`config.mk`:
```
export PLATFORM = sky130hd
export DESIGN_NAME = icache
export DESIGN_NICKNAME = d
export VERILOG_FILES = /design/src/rtl/cpu_types_pkg.sv /design/src/rtl/icache.sv
export SDC_FILE = /design/constraint.sdc
export NUM_CORES = 1
export LEC_CHECK = 0
export CORE_MARGIN = 4
export CORE_UTILIZATION = 35
export CTS_CLUSTER_SIZE = 16
export DETAILED_ROUTE_END_ITERATION = 8
export SLEW_MARGIN = 20
export SYNTH_ARGS = -nofsm -noshare
export SYNTH_HDL_FRONTEND = slang
export SYNTH_SLANG_ARGS = --single-unit
```
`constraint.sdc`:
```
create_clock -name CLK -period 3.1 [get_ports CLK]
set_input_delay 0.31 -clock CLK [delete_from_list [all_inputs] [get_ports CLK]]
set_output_delay 0.31 -clock CLK [all_outputs]
set_load 0.02 [all_outputs]
```
`src/rtl/cpu_types_pkg.sv`:
```
// rtl/cpu_types_pkg.sv - shared CPU types: icache address split and frame layout
package cpu_types_pkg;

    localparam int ISETS = 16;

    typedef struct packed {
        logic [25:0] tag;
        logic [3:0]  idx;
        logic [1:0]  bytoff;
    } icachef_t;

    // Tag field is sized for the widest tag any SETS value can produce; narrower tags are zero-extended.
    typedef struct packed {
        logic        valid;
        logic [29:0] tag;
        logic [31:0] data;
    } icache_frame_t;

endpackage

```
`src/rtl/icache.sv`:
```
// rtl/icache.sv - direct-mapped read-only instruction cache, one word per frame, single outstanding miss
module icache
    import cpu_types_pkg::*;
#(
    parameter int SETS = ISETS
) (
    input  logic        CLK,
    input  logic        nRST,
    input  logic        imemREN,
    input  logic [31:0] imemaddr,
    output logic        ihit,
    output logic [31:0] imemload,
    output logic        iREN,
    output logic [31:0] iaddr,
    input  logic        iwait,
    input  logic [31:0] iload
);

    localparam int IBITS = $clog2(SETS);

    typedef enum logic {IDLE, FETCH} icache_state_t;

    icache_state_t r_state;
    icache_state_t w_next_state;
    icache_frame_t r_frames [SETS];
    logic [31:0]   r_miss_addr;

    icache_frame_t    w_frame;
    logic [IBITS-1:0] w_idx;
    logic [IBITS-1:0] w_miss_idx;
    logic [29:0]      w_req_tag;
    logic [29:0]      w_miss_tag;
    logic             w_match;
    logic             w_latch;
    logic             w_fill;
    logic             w_unused;

    assign w_unused   = &{1'b0, imemaddr[1:0]};
    assign w_idx      = imemaddr[IBITS+1:2];
    assign w_req_tag  = 30'(imemaddr[31:IBITS+2]);
    assign w_miss_idx = r_miss_addr[IBITS+1:2];
    assign w_miss_tag = 30'(r_miss_addr[31:IBITS+2]);
    assign w_frame    = r_frames[w_idx];
    assign w_match    = w_frame.valid && (w_frame.tag == w_req_tag);

    always_ff @(posedge CLK or negedge nRST) begin
        if (!nRST) begin
            r_state     <= IDLE;
            r_miss_addr <= '0;
            for (int i = 0; i < SETS; i++) begin
                r_frames[i] <= '0;
            end
        end else begin
            r_state <= w_next_state;
            if (w_latch) begin
                r_miss_addr <= {imemaddr[31:2], 2'b00};
            end
            // The fill always lands at the latched miss address, whatever the datapath is asking for now.
            if (w_fill) begin
                r_frames[w_miss_idx] <= '{valid: 1'b1, tag: w_miss_tag, data: iload};
            end
        end
    end

    always_comb begin
        w_next_state = r_state;
        ihit         = 1'b0;
        iREN         = 1'b0;
        iaddr        = '0;
        w_latch      = 1'b0;
        w_fill       = 1'b0;
        imemload     = w_frame.data;
        case (r_state)
            IDLE: begin
                ihit = imemREN & w_match;
                if (imemREN && !w_match) begin
                    w_latch      = 1'b1;
                    w_next_state = FETCH;
                end
            end
            FETCH: begin
                iREN  = 1'b1;
                iaddr = r_miss_addr;
                if (!iwait) begin
                    w_fill       = 1'b1;
                    w_next_state = IDLE;
                end
            end
            default: w_next_state = IDLE;
        endcase
    end

endmodule

```
Word level (Yosys, flattened, before mapping)
Index checks and enable logic that the tools add are counted.
{"block": "op_classes", "magnitude_cmp": 3, "eq_ne": 1, "mux": 15, "bitwise": 4, "reduce_logical": 4}
{"cell": "bitwise mux 1008 bit", "n": 1}
{"cell": "binary-select mux 63 bit (select 4 bit)", "n": 1}
{"cell": "demux 63 bit (select 4 bit)", "n": 1}
{"cell": "two-way mux 63 bit", "n": 3}
{"cell": "two-way mux 32 bit", "n": 1}
{"cell": "equality test 30 x 26 -> 1 bit", "n": 1}
{"cell": ">= comparator 5 bit, second input constant", "n": 2}
{"cell": "NOT 4 -> 5 bit", "n": 2}
{"cell": "two-way mux 1 bit", "n": 7}
{"cell": "less-than comparator 5 x 1 -> 1 bit, second input constant", "n": 1}
{"cell": "logical AND 1 bit", "n": 3}
{"cell": "case mux 1 bit (2 select lines)", "n": 1}
{"cell": "bitwise AND 1 bit", "n": 1}
{"cell": "zero test 1 bit", "n": 1}
{"cell": "NOT 1 bit", "n": 1}
{"block": "totals", "regBits": 1039, "inputBits": 68}

Longest topological paths before layout
Gate-level depths: netlist (run 1).
{"block": "logic_depth", "depth_word": 10, "depth_mapped": 13, "depth_no_buf": 8}

Worst setup path after synthesis (run 1)
Ideal clock, no wire load.
{"block": "synth_path", "path_kind": "input -> output", "startpoint": "input imemaddr[2]", "endpoint": "output imemload[23]", "arrival_time_ns": 2.856, "t_required_ns": 2.790, "setup_slack_ns": -0.066, "path_stages": 8, "cell_sequence": "buf_6 buf_2 buf_4 buf_2 buf_2 buf_2 mux4_2 mux4_2"}
{"block": "synth_via", "elab_chain_cells": 4}
{"element": "from (decl)", "line_no": "icache.sv:10", "text": "input logic [31:0] imemaddr,"}
{"element": "NOT 4 -> 5 bit (not written as such)", "line_no": "icache.sv:43", "text": "assign w_frame = r_frames[w_idx];"}
{"element": "binary-select mux 63 bit (select 4 bit)", "line_no": "icache.sv:43"}
{"element": "two-way mux 63 bit (not written as such) (2 in series)", "line_no": "icache.sv:43"}
{"element": "to (decl)", "line_no": "icache.sv:12", "text": "output logic [31:0] imemload,"}
Every way passes these cells. The select of a mux whose other input is x is not followed.

Worst setup path in the final report (run 1)
{"block": "layout_path", "startpoint": "register r_frames[680] (netlist name)", "endpoint": "output ihit"}
{"block": "layout_via", "elab_chain_cells": 7}
{"element": "from (decl)", "line_no": "icache.sv:25", "text": "icache_frame_t r_frames [SETS];"}
{"element": "from (signal, indexed assignment)", "line_no": "icache.sv:60", "text": "r_frames[w_miss_idx] <= '{valid: 1'b1, tag: w_miss_tag, data: iload};"}
{"element": "binary-select mux 63 bit (select 4 bit)", "line_no": "icache.sv:43"}
{"element": "two-way mux 63 bit (not written as such) (2 in series)", "line_no": "icache.sv:43"}
{"element": "equality test 30 x 26 -> 1 bit", "line_no": "icache.sv:44", "text": "assign w_match = w_frame.valid && (w_frame.tag == w_req_tag);"}
{"element": "logical AND 1 bit", "line_no": "icache.sv:44"}
{"element": "bitwise AND 1 bit", "line_no": "icache.sv:75", "text": "ihit = imemREN & w_match;"}
{"element": "two-way mux 1 bit", "line_no": "icache.sv:73", "text": "case (r_state)"}
{"element": "to (decl)", "line_no": "icache.sv:11", "text": "output logic ihit,"}
Every way passes these cells. The select of a mux whose other input is x is not followed.

==> impl_metrics.csv, run 1 <==
group,metric,value,unit
run_status,outcome,"finished with violations",
run_status,violations,"negative setup slack",
drt,wl,120000,microns
setup_path,worst-r2r-setup-slack,0.08,ns
clock_network,root_buffer,"clkbuf_16",
min_path,min_path_type,"input pin to asynchronous set/reset pin",
global_routing,globalRouteMet2Util,30.6,%
global_routing,overflow,0,
logic_synthesis,ys_seq_area_share,55.3,%
setup_path,cp_data_required_time,2.79,ns
finish,synthToLayoutAreaGrowth,18.6,%
power,vdd_drop_max,520,uV
clock_network,clk_pin_slew_worst_paths,0.06,ns
global_routing,grtUsageTotal,18.3,%
floorplan,dieArea,132000,sq um
setup_path,r2r_end,"r_miss_addr[30]",
clock_network,numClockSinks,975,
finish,nNetsFinal,2942,
sta,rsz0062_at_grt,"yes",
drt,antenna_left,0,
setup_path,crit_path_end,"ihit",
finish,final_cell_area,52300,sq um
global_routing,grt_pass1_wl,181000,microns
logic_synthesis,syn_area_per_cell,16.4,sq um
floorplan,initial_core_util,35.5,%
logic_synthesis,synth.distinct_cells,53,
flow_run,cap_violations,0,
sta,worst_pin_slew,0.901,ns
floorplan,row_count,129,
global_routing,top_usage_layer,"met2",
setup_path,cp-end-kind,"output pin",
sta,relSlewSlack,39.5,%
sta,skew,0.0306,ns
clock_network,cts_buffers,105,
sta,max_freq,286,MHz
floorplan,pin_count,134,
setup_path,cp_num_buf_inv,2,
drt,firstDrtPassIters,5,
power,leakage,23.5,nW
setup_path,crit_type,"flop to output pin",
place,post-place-ws,-0.729,ns
global_routing,antenna_found_initial,9,
sta,hold_viol,0,
drt,routedWlPerCell,26.0,microns
drt,drc,0,
logic_synthesis,syn_area,44100,sq um
sta,hold_slack,0.136,ns
setup_path,crit_fanout,2,
logic_synthesis,ys_warn_count,0,
global_routing,grtUsageMet3,3.22,%
global_routing,grt_use_met1,24.5,%
setup_path,startpoint_type,"flop",
clock_network,clk_latency,0.72,ns
logic_synthesis,synth_ff_type,"dfrtp_1",
logic_synthesis,ys_seq_elements,975,
logic_synthesis,async_flop_share,100,%
power,switchingPower,0.0124,W
place,port_buffers,129,
finish,drive_gt1_share,54.7,%
setup_path,critical_path_arrival,3.18,ns
logic_synthesis,synth_edf_count,0,
setup_path,worst_path_dominant_cell_family,"multiplexers",
clock_network,clockBufferDepth,3,
global_routing,grt_start_max_net_pins,137,
power,pwr-share-seq,46.6,%
floorplan,dieWidth,363,microns
setup_path,cp_slowest_cell,"mux4_2",
setup_path,rr_worst_depth,12,
sta,setup_viol,1,
setup_path,critPathLaunch,"r_frames[680]",
clock_network,htree_levels,3,
sta,period_share,113,%
sta,setup_ws,-0.392,ns
power,pwr-share-comb,25.4,%
power,cellPowerDensity,865,nW/um^2
setup_path,crit-reg2reg-launch,"r_frames[680]",
drt,routed_via_density,5.38,
drt,drt_iter0_markers,1539,
place,post_dp_cell_area,48400,sq um
global_routing,grt_pass1_vias,27700,
power,p_int,0.0329,W
floorplan,core_area,124000,sq um
power,p_clk_share,27.9,%
sta,drv_slew,0,
finish,final.fill_count,11000,
sta,period_minus_slack,3.49,ns
clock_network,cts_tree,"done",
setup_path,worstPathCellList,"mux4_2 -> mux2i_2 -> mux2i_1 -> xnor2_1 -> buf_4 -> nand4_1 -> nor4_2 -> nand2_1 -> nor2_2 -> buf_6",
setup_path,crit_cells,10,
place,hpwlAfterDp,70400,microns
place,gp_congestion,0.761,
sta,fin_setup_tns,-0.392,ns
logic_synthesis,synthCells,2694,
floorplan,die_h,363,microns
power,swShare,27.3,%
drt,vias,24700,
setup_path,slowest_delay,0.48,ns
## synthesized netlist by cell type, drive strengths merged (2+ instances only)
cell type  count  share of area, %
nand4          7             0.099
inv            3             0.026
clkbuf       110              0.94
and3           5             0.071
nor3           3             0.045
or2            6             0.085
nand2b        18              0.26
nor2          12              0.10
mux4         262                13
mux2         958                25
a221oi         2             0.040
nand3          6             0.068
and2          32              0.45
or3b           2             0.040
buf          128               1.4
xnor2         21              0.42
o21ai          4             0.045
nor3b          2             0.034
nor2b         14              0.20
mux2i         67               1.5
nand2         19              0.16
a22o           2             0.040
a211o          2             0.040
a21oi          2             0.031
dfrtp        975                55
nor4b          2             0.040
nor4           7              0.11
o2111ai        2             0.040
a22oi          7              0.12
## final cells by class
| cell class | instances | area (sq um) | area share (%) |
|---|---|---|---|
| timing repair buffer | 310 | 3450 | 6.59 |
| clock inverter | 40 | 419 | 0.801 |
| multi-input combinational | 1479 | 18900 | 36.1 |
| inverter | 3 | 13.8 | 0.0263 |
| clock buffer | 152 | 3090 | 5.90 |
| sequential | 975 | 24400 | 46.6 |
| antenna | 4 | 10.0 | 0.0191 |
| tap | 1637 | 2050 | 3.91 |
## flip-flops by register name (all words and copies together) (netlist names)
name,count
r_frames,944
r_miss_addr,30
r_state,1
## how the worst min path moves through the flow
stage          start            end  cells after the start
5_1_grt         nRST  r_frames[333]                      2
6_report        nRST  r_frames[333]                      2
3_3_place_gp    nRST  r_frames[333]                      1
2_1_floorplan   nRST    r_frames[0]                      0
3_5_place_dp    nRST  r_frames[333]                      1
4_1_cts         nRST  r_frames[571]                      2
## placed cells by master, fill, tap and decap left out, types with 4 or more instances in the layout
| cell | instances |
|---|---|
| bufinv_16 | 6 |
| clkbuf_16 | 110 |
| xnor2_1 | 19 |
| mux2_4 | 28 |
| and2_1 | 32 |
| a22oi_1 | 7 |
| nand2_1 | 10 |
| nand3_1 | 5 |
| dfrtp_1 | 974 |
| nand4_1 | 7 |
| buf_12 | 44 |
| diode_2 | 4 |
| mux2i_1 | 65 |
| nor2b_1 | 12 |
| buf_16 | 6 |
| nor2_1 | 10 |
| or2_2 | 6 |
| nor4_1 | 4 |
| buf_4 | 120 |
| clkdlybuf4s50_1 | 108 |
| clkinv_2 | 24 |
| mux2_2 | 929 |
| inv_6 | 4 |
| buf_6 | 9 |
| mux4_2 | 262 |
| clkbuf_1 | 20 |
| clkbuf_8 | 27 |
| nand2b_1 | 18 |
| dlygate4sd2_1 | 12 |
| nand2_4 | 9 |
## metal layers
metal	vias up	wire length (microns)
li1	10400	-
met5	-	32
met4	4	2630
met2	491	59400
met3	163	4980
met1	13700	52800
## per-stage QoR
step	util, %	power, W	instances
after floorplan	-	0.0287	2695
after global routing	42.1	0.0477	4598
after detailed placement	38.9	0.0328	4394
final	42.1	0.0453	4600
after CTS	41.9	0.0456	4592
after global placement	38.9	0.0318	4394
## cell families (layout without fill, tap and decap cells)
| kind of cell | Yosys count | after routing | synth area share [%] |
|---|---|---|---|
| mux | 1287 | 1287 | 39.5 |
| flops | 975 | 975 | 55.3 |
| buf+inv | 241 | 505 | 2.37 |
| simple gates | 141 | 141 | 1.89 |
| compound gates | 28 | 28 | 0.491 |
| xor+xnor | 21 | 21 | 0.417 |
| other cells | 1 | 6 | 0.00850 |
## power groups by stage
stage | combinational (W) | sequential (W) | clock (W)
2_1_floorplan | 0.00884 | 0.0199 | 0
3_3_place_gp | 0.0111 | 0.0207 | 0
3_5_place_dp | 0.0115 | 0.0212 | 0
4_1_cts | 0.0116 | 0.0210 | 0.0130
5_1_grt | 0.0125 | 0.0217 | 0.0135
6_report | 0.0115 | 0.0211 | 0.0127
## timing repair
action | CTS | global route
gates resized for setup | 41 | 25
cloned | 3 | 4
endpoints found under the hold margin | 278 | 0
hold buffers | 1 | 0
setup endpoints to repair | 63 | 41
pin swaps | 3 | 5
setup buffers | 2 | 2
Power figures use the tool's default switching activity.
==> inputs of run 2 (changes only) <==
CORE_UTILIZATION = 56   (was 35)
PLACE_DENSITY = 0.77   (was unset)
==> run 2 against run 1 <==
The flow still finishes with violations (negative setup slack). Flip-flop and latch count unchanged. Sequential share of layout area grew 1.0 points. Sequential power hardly changed. Routed wire length shrank 8.2%. Via count is 1.0% higher. Non-clock buffer count shrank 19. Critical endpoint unchanged.
==> impl_metrics.csv, run 2 (synthesis gave the netlist of run 1 again) <==
group,metric,value,unit
floorplan,die_h,289,microns
flow_run,cap_violations,0,
finish,top_regs,"r_frames: 944 flops, r_miss_addr: 30 flops, r_state: 1 flops",
floorplan,initial_core_util,56.8,%
power,p_clk_share,26.9,%
floorplan,dieWidth,289,microns
sta,hold_slack,0.224,ns
drt,vias,25000,
setup_path,crit_type,"flop to output pin",
clock_network,numClockSinks,975,
sta,max_freq,286,MHz
power,leakage,23.3,nW
setup_path,crit_fanout,2,
setup_path,crit-reg2reg-launch,"r_frames[411]",
sta,period_share,113,%
finish,largest_reg_flops,944,
sta,hold_viol,0,
finish,final_common_cell,"dfrtp_1",
drt,firstDrtPassIters,7,
drt,routed_via_density,6.29,
setup_path,cp-end-kind,"output pin",
setup_path,critPathLaunch,"r_frames[411]",
place,hpwlAfterDp,63500,microns
finish,synthToLayoutAreaGrowth,16.0,%
finish,top_register,"r_frames",
power,pwr-share-comb,25.7,%
power,cellPowerDensity,871,nW/um^2
global_routing,overflow,0,
drt,wl,110000,microns
finish,layout_common_cells,"974 x dfrtp_1, 929 x mux2_2, 262 x mux4_2",
clock_network,htree_levels,3,
run_status,violations,"negative setup slack",
sta,rsz0062_at_grt,"yes",
finish,drive_gt1_share,54.0,%
finish,multiInputGateArea,18900,sq um
sta,period_minus_slack,3.50,ns
min_path,min_path_type,"input pin to asynchronous set/reset pin",
power,p_int,0.0325,W
floorplan,row_count,102,
finish,regArea,24400,sq um
setup_path,critical_path_arrival,3.19,ns
setup_path,cp_data_required_time,2.79,ns
finish,nNetsFinal,2916,
drt,antenna_left,0,
clock_network,cts_buffers,98,
clock_network,clk_pin_slew_worst_paths,0.06,ns
power,p_total,0.0446,W
power,vdd_drop_max,437,uV
finish,final.fill_count,5163,
sta,drv_slew,0,
setup_path,startpoint_type,"flop",
floorplan,dieArea,83300,sq um
sta,worst_pin_slew,0.910,ns
clock_network,cts_tree,"done",
place,gp_congestion,0.806,
global_routing,grtUsageTotal,27.0,%
sta,setup_viol,31,
global_routing,grt_start_max_net_pins,124,
drt,routedWlPerCell,27.7,microns
sta,skew,0.0158,ns
power,pwr-share-seq,47.4,%
drt,drt_iter0_markers,1908,
sta,setup_ws,-0.401,ns
power,switchingPower,0.0121,W
place,post_dp_cell_area,47600,sq um
global_routing,antenna_found_initial,7,
floorplan,pin_count,134,
place,port_buffers,129,
run_status,outcome,"finished with violations",
floorplan,core_area,77700,sq um
global_routing,grt_pass1_wl,170000,microns
power,swShare,27.1,%
finish,final_cell_area,51200,sq um
global_routing,grt_pass1_vias,27400,
clock_network,clk_latency,0.64,ns
clock_network,root_buffer,"clkbuf_16",
sta,relSlewSlack,38.9,%
drt,drc,0,
clock_network,clockBufferDepth,3,
==> run 2: timing repair <==
| action | in CTS | in global routing |
|---|---|---|
| resized for setup | 24 | 19 |
| hold buffers | 1 | 0 |
| pin swaps | 1 | 3 |
| buffers inserted | 0 | 2 |
| setup endpoints to repair | 27 | 15 |
| endpoints found under the hold margin | 51 | 0 |
| gates cloned | 4 | 1 |
==> run 2: path summary, 6_finish.rpt <==
| path | endpoint | slack (ns) | depth (start not counted) |
|---|---|---|---|
| worst max-delay path | ihit | -0.40 | 8 |
| worst min-delay path | r_frames[760] | 0.22 | 2 |
| worst max register to register | r_miss_addr[31] | -0.07 | 10 |
| worst min register to register | r_frames[566] | 0.46 | 1 |
| max in group asynchronous | r_frames[723] | 1.72 | 3 |
| min in group CLK | r_state | 0.34 | 2 |
==> run 2: routing by layer <==
layer	up-vias	GRT usage, %	share of wire (%)	wire length [microns]
li1	10400	-	-	-
met1	13700	37.7	42	46400
met2	709	44.8	50	54700
met3	193	4.05	5.4	5940
met4	6	7.81	2.6	2910
met5	-	0	0.029	32
==> run 2: area by class of cell <==
class	count	share of cell area, %
diodes	3	0.0147
clock buffers	144	5.70
clock inverters	37	0.709
inverters	3	0.0269
multi-input cells	1479	36.8
flip-flops and latches	975	47.7
well taps	1040	2.54
repair buffers	291	6.49
==> run 2: critical path: stages (launching register included) <==
cell     delay [ns]
dfrtp_1        0.40
mux4_2         0.46
mux4_2         0.54
xnor2_4        0.21
nand4_1        0.29
nor3_4         0.29
nand2_2        0.11
nor2_2         0.11
buf_6          0.13
==> run 2: through the flow <==
| stage | instances | util [%] | worst slack [ns] | setup TNS (ns) |
|---|---|---|---|---|
| finish | 3972 | 65.9 | -0.401 | -1.68 |
| global route | 3970 | 65.8 | -0.539 | -4.91 |
| CTS | 3967 | 65.7 | -0.479 | -0.479 |
| detailed placement | 3781 | 61.2 | -0.735 | -16.87 |
| global placement | 3781 | 61.2 | -0.749 | -16.61 |
| floorplan | 2695 | - | 0.000441 | 0 |
==> run 2: power by group through the flow <==
stage / clock network (W) / logic (W) / registers (W)
finish: 0.0120 / 0.0114 / 0.0211
global route: 0.0127 / 0.0123 / 0.0217
CTS: 0.0122 / 0.0115 / 0.0210
detailed placement: 0 / 0.0114 / 0.0212
global placement: 0 / 0.0109 / 0.0207
floorplan: 0 / 0.00884 / 0.0199
